<file path="src/rtl/vga_reg_snapshot_if.sv">
`default_nettype none
// ============================================================================
// Module   : vga_reg_snapshot_if
// Brief    : Request/acknowledge read bus between the snapshot controller and
//            the CPU register-file debug port.
// Revision : 1.0 - initial release
// ============================================================================
interface vga_reg_snapshot_if;
  logic        cpu_req;
  logic [4:0]  cpu_addr;
  logic        cpu_ack;
  logic [31:0] cpu_data;

  // Snapshot controller side: issues reads
  modport master (
    output cpu_req,
    output cpu_addr,
    input  cpu_ack,
    input  cpu_data
  );

  // CPU debug port side: answers reads
  modport slave (
    input  cpu_req,
    input  cpu_addr,
    output cpu_ack,
    output cpu_data
  );
endinterface
`default_nettype wire

</file>
<file path="src/rtl/vga_reg_snapshot.sv">
`default_nettype none
// ============================================================================
// Module   : vga_reg_snapshot
// Brief    : On every vsync assertion, reads all CPU debug registers into a
//            back buffer, then swaps buffers so the VGA debug screen always
//            shows one coherent register set via a zero-latency read port.
// Revision : 1.0 - initial release
// ============================================================================
module vga_reg_snapshot #(
  parameter int   REG_COUNT    = 32,
  parameter logic VSYNC_ACTIVE = 1'b0,
  parameter int   TIMEOUT      = 255
) (
  input  logic                clk,
  input  logic                resetn,
  input  logic                vsync,
  vga_reg_snapshot_if.master  bus,
  input  logic [4:0]          regAddr,
  output logic [31:0]         regData,
  output logic                busy,
  output logic                snap_done,
  output logic                overrun,
  output logic                timeout
);

  localparam logic [1:0]  c_ST_IDLE  = 2'd0;
  localparam logic [1:0]  c_ST_REQ   = 2'd1;
  localparam logic [1:0]  c_ST_NEXT  = 2'd2;
  localparam logic [1:0]  c_ST_SWAP  = 2'd3;
  localparam logic [4:0]  c_LAST_IDX = 5'(REG_COUNT - 1);
  localparam logic [7:0]  c_TCNT_MAX = 8'(TIMEOUT - 1);
  localparam logic [31:0] c_FILL     = 32'hDEAD_BEEF;

  logic [1:0]  r_state;
  logic [1:0]  w_state_nxt;
  logic        r_vsync_q;
  logic [4:0]  r_idx;
  logic [7:0]  r_tcnt;
  logic        r_sel;
  logic        r_overrun;
  logic        r_timeout;
  logic [31:0] r_buf [2][32];

  logic w_trig;
  logic w_ack_hit;
  logic w_tmo_hit;
  logic w_last;

  // Frame start is the inactive-to-active transition of vsync
  assign w_trig    = (vsync == VSYNC_ACTIVE) && (r_vsync_q != VSYNC_ACTIVE);
  // A read completes either by acknowledge or by running out of wait budget
  assign w_ack_hit = (r_state == c_ST_REQ) && bus.cpu_ack;
  assign w_tmo_hit = (r_state == c_ST_REQ) && !bus.cpu_ack && (r_tcnt == c_TCNT_MAX);
  assign w_last    = (r_idx == c_LAST_IDX);

  assign overrun = r_overrun;
  assign timeout = r_timeout;

  // State register
  always_ff @(posedge clk or negedge resetn) begin
    if (!resetn) begin
      r_state <= c_ST_IDLE;
    end else begin
      r_state <= w_state_nxt;
    end
  end

  // Next-state logic: one request per register, then a single swap cycle
  always_comb begin
    w_state_nxt = r_state;
    case (r_state)
      c_ST_IDLE: if (w_trig) w_state_nxt = c_ST_REQ;
      c_ST_REQ:  if (w_ack_hit || w_tmo_hit) w_state_nxt = c_ST_NEXT;
      c_ST_NEXT: w_state_nxt = w_last ? c_ST_SWAP : c_ST_REQ;
      c_ST_SWAP: w_state_nxt = c_ST_IDLE;
      default:   w_state_nxt = c_ST_IDLE;
    endcase
  end

  // Output decode: request held for the whole REQ stay, address from index
  always_comb begin
    bus.cpu_req  = 1'b0;
    bus.cpu_addr = r_idx;
    busy         = 1'b1;
    snap_done    = 1'b0;
    case (r_state)
      c_ST_IDLE: busy = 1'b0;
      c_ST_REQ:  bus.cpu_req = 1'b1;
      c_ST_NEXT: bus.cpu_req = 1'b0;
      c_ST_SWAP: snap_done = 1'b1;
      default:   busy = 1'b0;
    endcase
  end

  // Sequencing counters, front-buffer select and sticky status flags
  always_ff @(posedge clk or negedge resetn) begin
    if (!resetn) begin
      r_vsync_q <= ~VSYNC_ACTIVE;
      r_idx     <= '0;
      r_tcnt    <= '0;
      r_sel     <= 1'b0;
      r_overrun <= 1'b0;
      r_timeout <= 1'b0;
    end else begin
      r_vsync_q <= vsync;
      // A new frame start during a snapshot is flagged but never restarts it
      if (w_trig && (r_state != c_ST_IDLE)) r_overrun <= 1'b1;
      case (r_state)
        c_ST_IDLE: begin
          if (w_trig) begin
            r_idx  <= '0;
            r_tcnt <= '0;
          end
        end
        c_ST_REQ: begin
          if (w_tmo_hit) begin
            r_timeout <= 1'b1;
          end else if (!w_ack_hit) begin
            r_tcnt <= r_tcnt + 8'd1;
          end
        end
        c_ST_NEXT: begin
          if (!w_last) begin
            r_idx  <= r_idx + 5'd1;
            r_tcnt <= '0;
          end
        end
        c_ST_SWAP: r_sel <= ~r_sel;
        default: ;
      endcase
    end
  end

  // Buffer storage: only the back buffer is written, so the front stays coherent
  always_ff @(posedge clk or negedge resetn) begin
    if (!resetn) begin
      for (int b = 0; b < 2; b++) begin
        for (int a = 0; a < 32; a++) begin
          r_buf[b][a] <= '0;
        end
      end
    end else if (w_ack_hit) begin
      r_buf[~r_sel][r_idx] <= bus.cpu_data;
    end else if (w_tmo_hit) begin
      r_buf[~r_sel][r_idx] <= c_FILL;
    end
  end

  // VGA read port: combinational front-buffer lookup, zero beyond REG_COUNT
  generate
    if (REG_COUNT >= 32) begin : g_full_range
      always_comb begin
        regData = r_buf[r_sel][regAddr];
      end
    end else begin : g_part_range
      always_comb begin
        regData = '0;
        if (regAddr < 5'(REG_COUNT)) regData = r_buf[r_sel][regAddr];
      end
    end
  endgenerate

endmodule
`default_nettype wire

</file>
<file path="src/flat_wrapper.sv">
// flat-port wrapper written by rule: the top's interface ports become plain ports
module vga_reg_snapshot_flat 
#(
  parameter int   REG_COUNT    = 32,
  parameter logic VSYNC_ACTIVE = 1'b0,
  parameter int   TIMEOUT      = 255
)
  (clk, resetn, vsync, regAddr, regData, busy, snap_done, overrun, timeout, bus_cpu_req, bus_cpu_addr, bus_cpu_ack, bus_cpu_data);
  vga_reg_snapshot_if bus_i ();
  input  logic clk;
  input  logic resetn;
  input  logic vsync;
  input  logic [4:0] regAddr;
  output logic [31:0] regData;
  output logic busy;
  output logic snap_done;
  output logic overrun;
  output logic timeout;
  output wire logic [$bits(bus_i.cpu_req)-1:0] bus_cpu_req;
  output wire logic [$bits(bus_i.cpu_addr)-1:0] bus_cpu_addr;
  input wire logic [$bits(bus_i.cpu_ack)-1:0] bus_cpu_ack;
  input wire logic [$bits(bus_i.cpu_data)-1:0] bus_cpu_data;
  assign bus_cpu_req = bus_i.cpu_req;
  assign bus_cpu_addr = bus_i.cpu_addr;
  assign bus_i.cpu_ack = bus_cpu_ack;
  assign bus_i.cpu_data = bus_cpu_data;
  vga_reg_snapshot #(.REG_COUNT(REG_COUNT), .VSYNC_ACTIVE(VSYNC_ACTIVE), .TIMEOUT(TIMEOUT)) u_core (.clk(clk), .resetn(resetn), .vsync(vsync), .bus(bus_i), .regAddr(regAddr), .regData(regData), .busy(busy), .snap_done(snap_done), .overrun(overrun), .timeout(timeout));
endmodule
</file>
<file path="config.mk">
export PLATFORM = sky130hd
export DESIGN_NAME = vga_reg_snapshot_flat
export DESIGN_NICKNAME = d
export VERILOG_FILES = /design/src/rtl/vga_reg_snapshot_if.sv /design/src/rtl/vga_reg_snapshot.sv /design/src/flat_wrapper.sv
export SDC_FILE = /design/constraint.sdc
export NUM_CORES = 2
export LEC_CHECK = 0
export BUFFER_PORTS_ARGS = -buffer_cell sky130_fd_sc_hd__buf_2
export CORE_ASPECT_RATIO = 0.9
export CORE_MARGIN = 8
export CORE_UTILIZATION = 55
export CTS_CLUSTER_SIZE = 28
export DETAILED_ROUTE_END_ITERATION = 10
export GPL_ROUTABILITY_DRIVEN = 0
export PLACE_DENSITY = 0.79
export SLEW_MARGIN = 30
export SYNTH_ARGS = -nofsm -noshare
export SYNTH_HDL_FRONTEND = slang
export SYNTH_SLANG_ARGS = --single-unit
export TNS_END_PERCENT = 5
</file>
<file path="constraint.sdc">
create_clock -name clk -period 2.65 [get_ports clk]
set_input_delay 0.3975 -clock clk [delete_from_list [all_inputs] [get_ports clk]]
set_output_delay 0.3975 -clock clk [all_outputs]
set_load 0.05 [all_outputs]
</file>
Word-level counts from Yosys, hierarchy flattened --
Index checks and enable logic that the tools add are counted. Widths: inputs -> output; s select.
Storage, ports and cells: bits of input ports 41, register bits 2067
Operators by class: equal/unequal tests 10, magnitude comparators 6, bitwise operators 9, add/sub/neg operators 2, multiplexer cells 28, reduce and logical (&&, ||, !) cells 18
Operators with widths (count):
- $mux 1024 | 4
- $mux 2048 | 2
- $bwmux 2048 | 1
- $or 1536x1536->1536 | 1
- $demux 1024 s1 | 1
- $and 512x512->512 | 1
- $not 512->512 | 1
- $bmux 32 s5 | 1
- $demux 32 s5 | 1
- $mux 32 | 3
- $mux 8 | 4
- $pmux 8 s3 | 1
- $ge 6x6->1 const B | 2
- $not 5->6 | 2
- $mux 5 | 2
- $pmux 5 s2 | 1
- $add 8x1->8 const B | 1
- $eq 8x8->1 const B | 1
- $ne 2x2->1 const B | 4
- $pmux 2 s4 | 1
- $logic_and 1x1->1 | 7
- $lt 6x1->1 const B | 1
- $mux 2 | 3
- $reduce_bool 2->1 | 3
- other kinds (17) | 24

Depth between registers and ports, before layout --
depth after elaboration 11, gate-level depth with buffers 10

Worst setup path after synthesis --
No wires, ideal clock.
path kind input -> output, start point input port regAddr[1], end point output port regData[11], stages on the path 9, arrival 2.436 ns, required time 2.253 ns, path buffers 4, slack -0.184 ns, path through buf_2 > buf_6 > buf_6 > nor2_2 > clkbuf_1 > a22oi_1 > nand4_1 > o21ai_0 > a21oi_1
On the way: word-level cells in the longest chain between the ends 4
RTL lines:
- from (decl) | line flat_wrapper.sv:13 | input logic [4:0] regAddr;
- $not 5->6 (not written as such) | line vga_reg_snapshot.sv:153 | regData = r_buf[r_sel][regAddr];
- $bmux 32 s5 | line vga_reg_snapshot.sv:153
- $mux 32 (not written as such) (2 in a row) | line vga_reg_snapshot.sv:153
- to (decl) | line flat_wrapper.sv:14 | output logic [31:0] regData;
No other way between the ends. The select of a mux whose other input is x is not followed.

Worst setup path after layout --
start point register u_core.r_sel, end point output port regData[17]
On the way: word-level cells in the longest chain between the ends 7
RTL lines:
- from (decl) | line vga_reg_snapshot.sv:39 | logic r_sel;
- from (signal assigned) | line vga_reg_snapshot.sv:128 | c_ST_SWAP: r_sel <= ~r_sel;
- $not 1->2 (not written as such) | line vga_reg_snapshot.sv:153
- $mux 1024 (not written as such) (3 in a row) | line vga_reg_snapshot.sv:153
- $bmux 32 s5 | line vga_reg_snapshot.sv:153
- $mux 32 (not written as such) (2 in a row) | line vga_reg_snapshot.sv:153
No other way between the ends. The select of a mux whose other input is x is not followed.

==> flow_results.org <==
** Run status
- Run status :: complete, but fails checks
- Failing checks :: setup timing

** Route
- For this run, the detailed router's first-pass iteration total came to 9.
- Residual DRC :: 0
- Routed WL :: 329000 um
- For this block, the via count after detailed routing is 74900.
- Via density per instance :: 7.26
- Antenna-violating nets left :: 0
- Initial DRC count :: 13700
- After detailed routing, the average wire length per cell comes to 31.8 um.

** Finish
- At the end of the flow, the number of nets in the layout was 8058.
- The filler cells instantiated in the layout total 10400.
- Post-layout instance area :: 107000 um2
- Synth-to-Final Area Change :: 19.1%
- The top cell types in the final layout, fill and taps aside, are dfrtp_1 (2064), nand2_1 (1687), o21ai_0 (1475).
- For this run, the share of the core covered by cells in the final layout is 0.661.
- Fraction of layout cells with a size suffix above 1 :: 0.236
- Leaving out fill and tap cells, the most frequent cell in the layout is dfrtp_1.

** GRT
- Number of antenna violations at the first check in global routing :: 17
- Global routing finished with a remaining overflow of 0.
- Via count of the first global-routing pass :: 76900
- First-pass GRT wire length :: 485000 um
- Total routing resource utilization after global routing :: 0.361
- Pin count of the biggest net entering global routing :: 131

** Placement
- Placement Cell Area :: 97300 um2
- Buffers placed on the I/O ports in this run total 82.
- The wire-length estimate of the detail-placed layout is 191000 um.
- Worst slack, placed :: -0.986 ns

** Setup path
- For the worst setup path, the data required time is 2.25 ns.
- Kind of critical path :: reg -> out
- Data arrives at the worst endpoint at 3.82 ns.
- The worst setup path is captured at an output pin.
- Setup slack of the worst register-to-register path :: -0.14 ns
- Max Fanout on Critical Path :: 11
- Critical Path Source Type :: register

** Flow run
- The tool flagged a number of max-cap violations equal to 0.

** STA
- At the pin with the least slew margin, the transition time is 0.950 ns.
- Setup repair after global routing could not meet its margin everywhere.
- Number of pins exceeding their max-slew limit in the final report :: 0
- Measured against its own limit, the worst slew margin works out to 0.366.
- Worst setup margin :: -1.57 ns
- Final count of negative-setup-slack endpoints :: 115
- Based on the critical path, the design can be clocked at up to 237 MHz.
- Summed over all failing endpoints, the final setup total negative slack is -40.60 ns.
- The worst path in the final design needs a cycle of 4.22 ns, including I/O delays and setup.
- Post-route clock period utilization :: 1.59
- Across the routed clock network, the largest skew measured is 0.0547 ns.
- The number of failing hold endpoints at the final stage came to 0.

** Clock network
- Clock-pin slew on the worst setup and hold paths :: 0.07 ns
- TritonCTS built the clock tree.
- The clock drives 2067 sinks.
- Count of H-tree levels built during CTS :: 4
- Buffer cell driving the clock tree root :: clkbuf_16
- The number of clock buffers added by TritonCTS is 196.
- The clock passes through at most 3 buffers.
- Insertion delay of the later-clocked pin in the worst-skew pair :: 0.86 ns

** Synthesis
- The synthesized design contains 0 enable-type register cells.
- Post-synthesis register bit count :: 2067
- For this run, the number of Yosys warnings is 0.
- Counting distinct cell types in the post-synthesis netlist gives 55.
- Syn nets :: 7837
- The share of the Yosys chip area taken by registers is 0.575.
- Avg Synthesized Cell Area :: 11.5 um2
- In this run the cell area of the synthesized design comes to 89900 um2.
- Number of instances in the synthesized netlist :: 7789
- In the synthesized netlist the dominant register cell turns out to be dfrtp_1.
- After synthesis, the share of flip-flops with an asynchronous set or reset is 1.00.

** Pwr
- Power spread over the standard cell area amounts to 836 nW/um2.
- The analysis attributes to cell leakage a power of 48.0 nW.
- Maximum resistive drop on vdd :: 0.000659 V

** Floorplan
- Die area :: 177000 um2
- For this configuration, the core starts out at a cell density of 0.555.
- Die outline height :: 400 um
- Pin placement for this block handled 83 I/O pins.
- The total area inside the core boundary comes to 162000 um2.
- The floorplan step set the die width to 442 um.
- Count of standard-cell rows :: 140

** Hold path
- The min-delay analysis places its worst path in the category in -> async.
cells in the mapped netlist (8+ instances only):
library cell | instances | area (um2)
nand4_1 | 44 | 275
nand2_1 | 1697 | 6370
mux2i_1 | 78 | 781
nor2_2 | 23 | 144
nand3_2 | 17 | 170
mux4_2 | 512 | 11500
clkbuf_1 | 467 | 1750
a211o_1 | 9 | 78.8
o221ai_1 | 9 | 78.8
o22ai_1 | 64 | 400
buf_6 | 24 | 270
buf_4 | 37 | 278
buf_1 | 20 | 75.1
buf_2 | 210 | 1050
nor2_1 | 73 | 274
o21ai_1 | 78 | 390
dfrtp_1 | 2066 | 51700
and2_1 | 15 | 93.8
a21oi_1 | 27 | 135
a22oi_1 | 65 | 488
o21ai_0 | 1498 | 7500
a22o_1 | 513 | 4490
and3_1 | 42 | 263
nand3_1 | 101 | 505
nand2b_1 | 8 | 50.1
a211oi_1 | 23 | 173
area by class of cell:
type	instances	area [um2]	share of cell area
Antenna cell	13	32.5	0.000304
Clock buffer	278	5660	0.0528
Clock inverter	90	1500	0.0140
Inverter	6	22.5	0.000210
Multi-Input combinational cell	4955	36400	0.340
Sequential cell	2067	51700	0.483
Tap cell	2130	2670	0.0249
Timing Repair Buffer	784	9080	0.0848
state kept, by name (all words and copies together), names as in the netlist:
name / count
u_core.timeout: 1
u_core.bus.cpu_addr: 5
u_core.r_sel: 1
u_core.r_buf: 2048
u_core.overrun: 1
u_core.r_vsync_q: 1
u_core.r_tcnt: 8
u_core.r_state: 2
repair_timing:
action	in CTS	in global routing
cloned	8	2
gates resized for setup	325	163
setup buffers	12	22
pin swaps	55	54
setup endpoints to repair	231	288
hold endpoints to repair	514	0
hold buffers	3	0
worst paths after layout:
path	end	from	depth (start not counted)
min reg2reg	u_core.overrun	u_core.overrun	1
min in group clk	u_core.r_buf[351]	bus_cpu_data[31]	4
min	u_core.r_buf[507]	resetn	2
max reg2reg	u_core.r_buf[1597]	u_core.r_sel	10
max	regData[17]	u_core.r_sel	11
max in group asynchronous	u_core.r_buf[2003]	resetn	4
logic make-up after synthesis:
| family | after synthesis | synth area share |
|---|---|---|
| compound gates | 2293 | 0.153 |
| flops | 2067 | 0.575 |
| simple gates | 2061 | 0.0944 |
| buf+inv | 767 | 0.0386 |
| mux | 590 | 0.137 |
| fa+ha+maj | 7 | 0.000974 |
| xor+xnor | 4 | 0.000390 |
through the flow:
stage	cells	hold slack [ns]	power (mW)
floorplan	7789	0.102	47.6
global placement	9905	0.316	54.4
detailed placement	9905	0.313	55.3
CTS	10300	0.0418	87.7
global route	10300	0.0557	91.6
finish	10300	0.0593	89.6
worst max-delay path: stages (launching register included):
cell and delay, ns:
dfrtp_4 0.52, buf_12 0.16, buf_12 0.15, buf_6 0.12
buf_16 0.15, mux4_2 0.23, mux2i_1 0.09, a211oi_2 0.82
o21ai_1 0.12, buf_4 0.20, a21oi_1 0.15, buf_4 0.23
layer usage:
| metal | global-route usage | up-vias | wire, um |
|---|---|---|---|
| li1 | - | 28300 | - |
| met1 | 0.433 | 37500 | 106000 |
| met2 | 0.522 | 7290 | 141000 |
| met3 | 0.162 | 1734 | 55100 |
| met4 | 0.251 | 10 | 25800 |
| met5 | 0.00683 | - | 297 |
power by group:
group          leakage [nW]  total [mW]  switching (mW)  internal (mW)
sequential             28.5        38.0            2.50           35.5
combinational          16.1        20.5            11.9           8.57
clock                  3.50        31.1            13.0           18.0
total                  48.0        89.6            27.4           62.1
No activity file was read; power rests on OpenSTA's default activity.
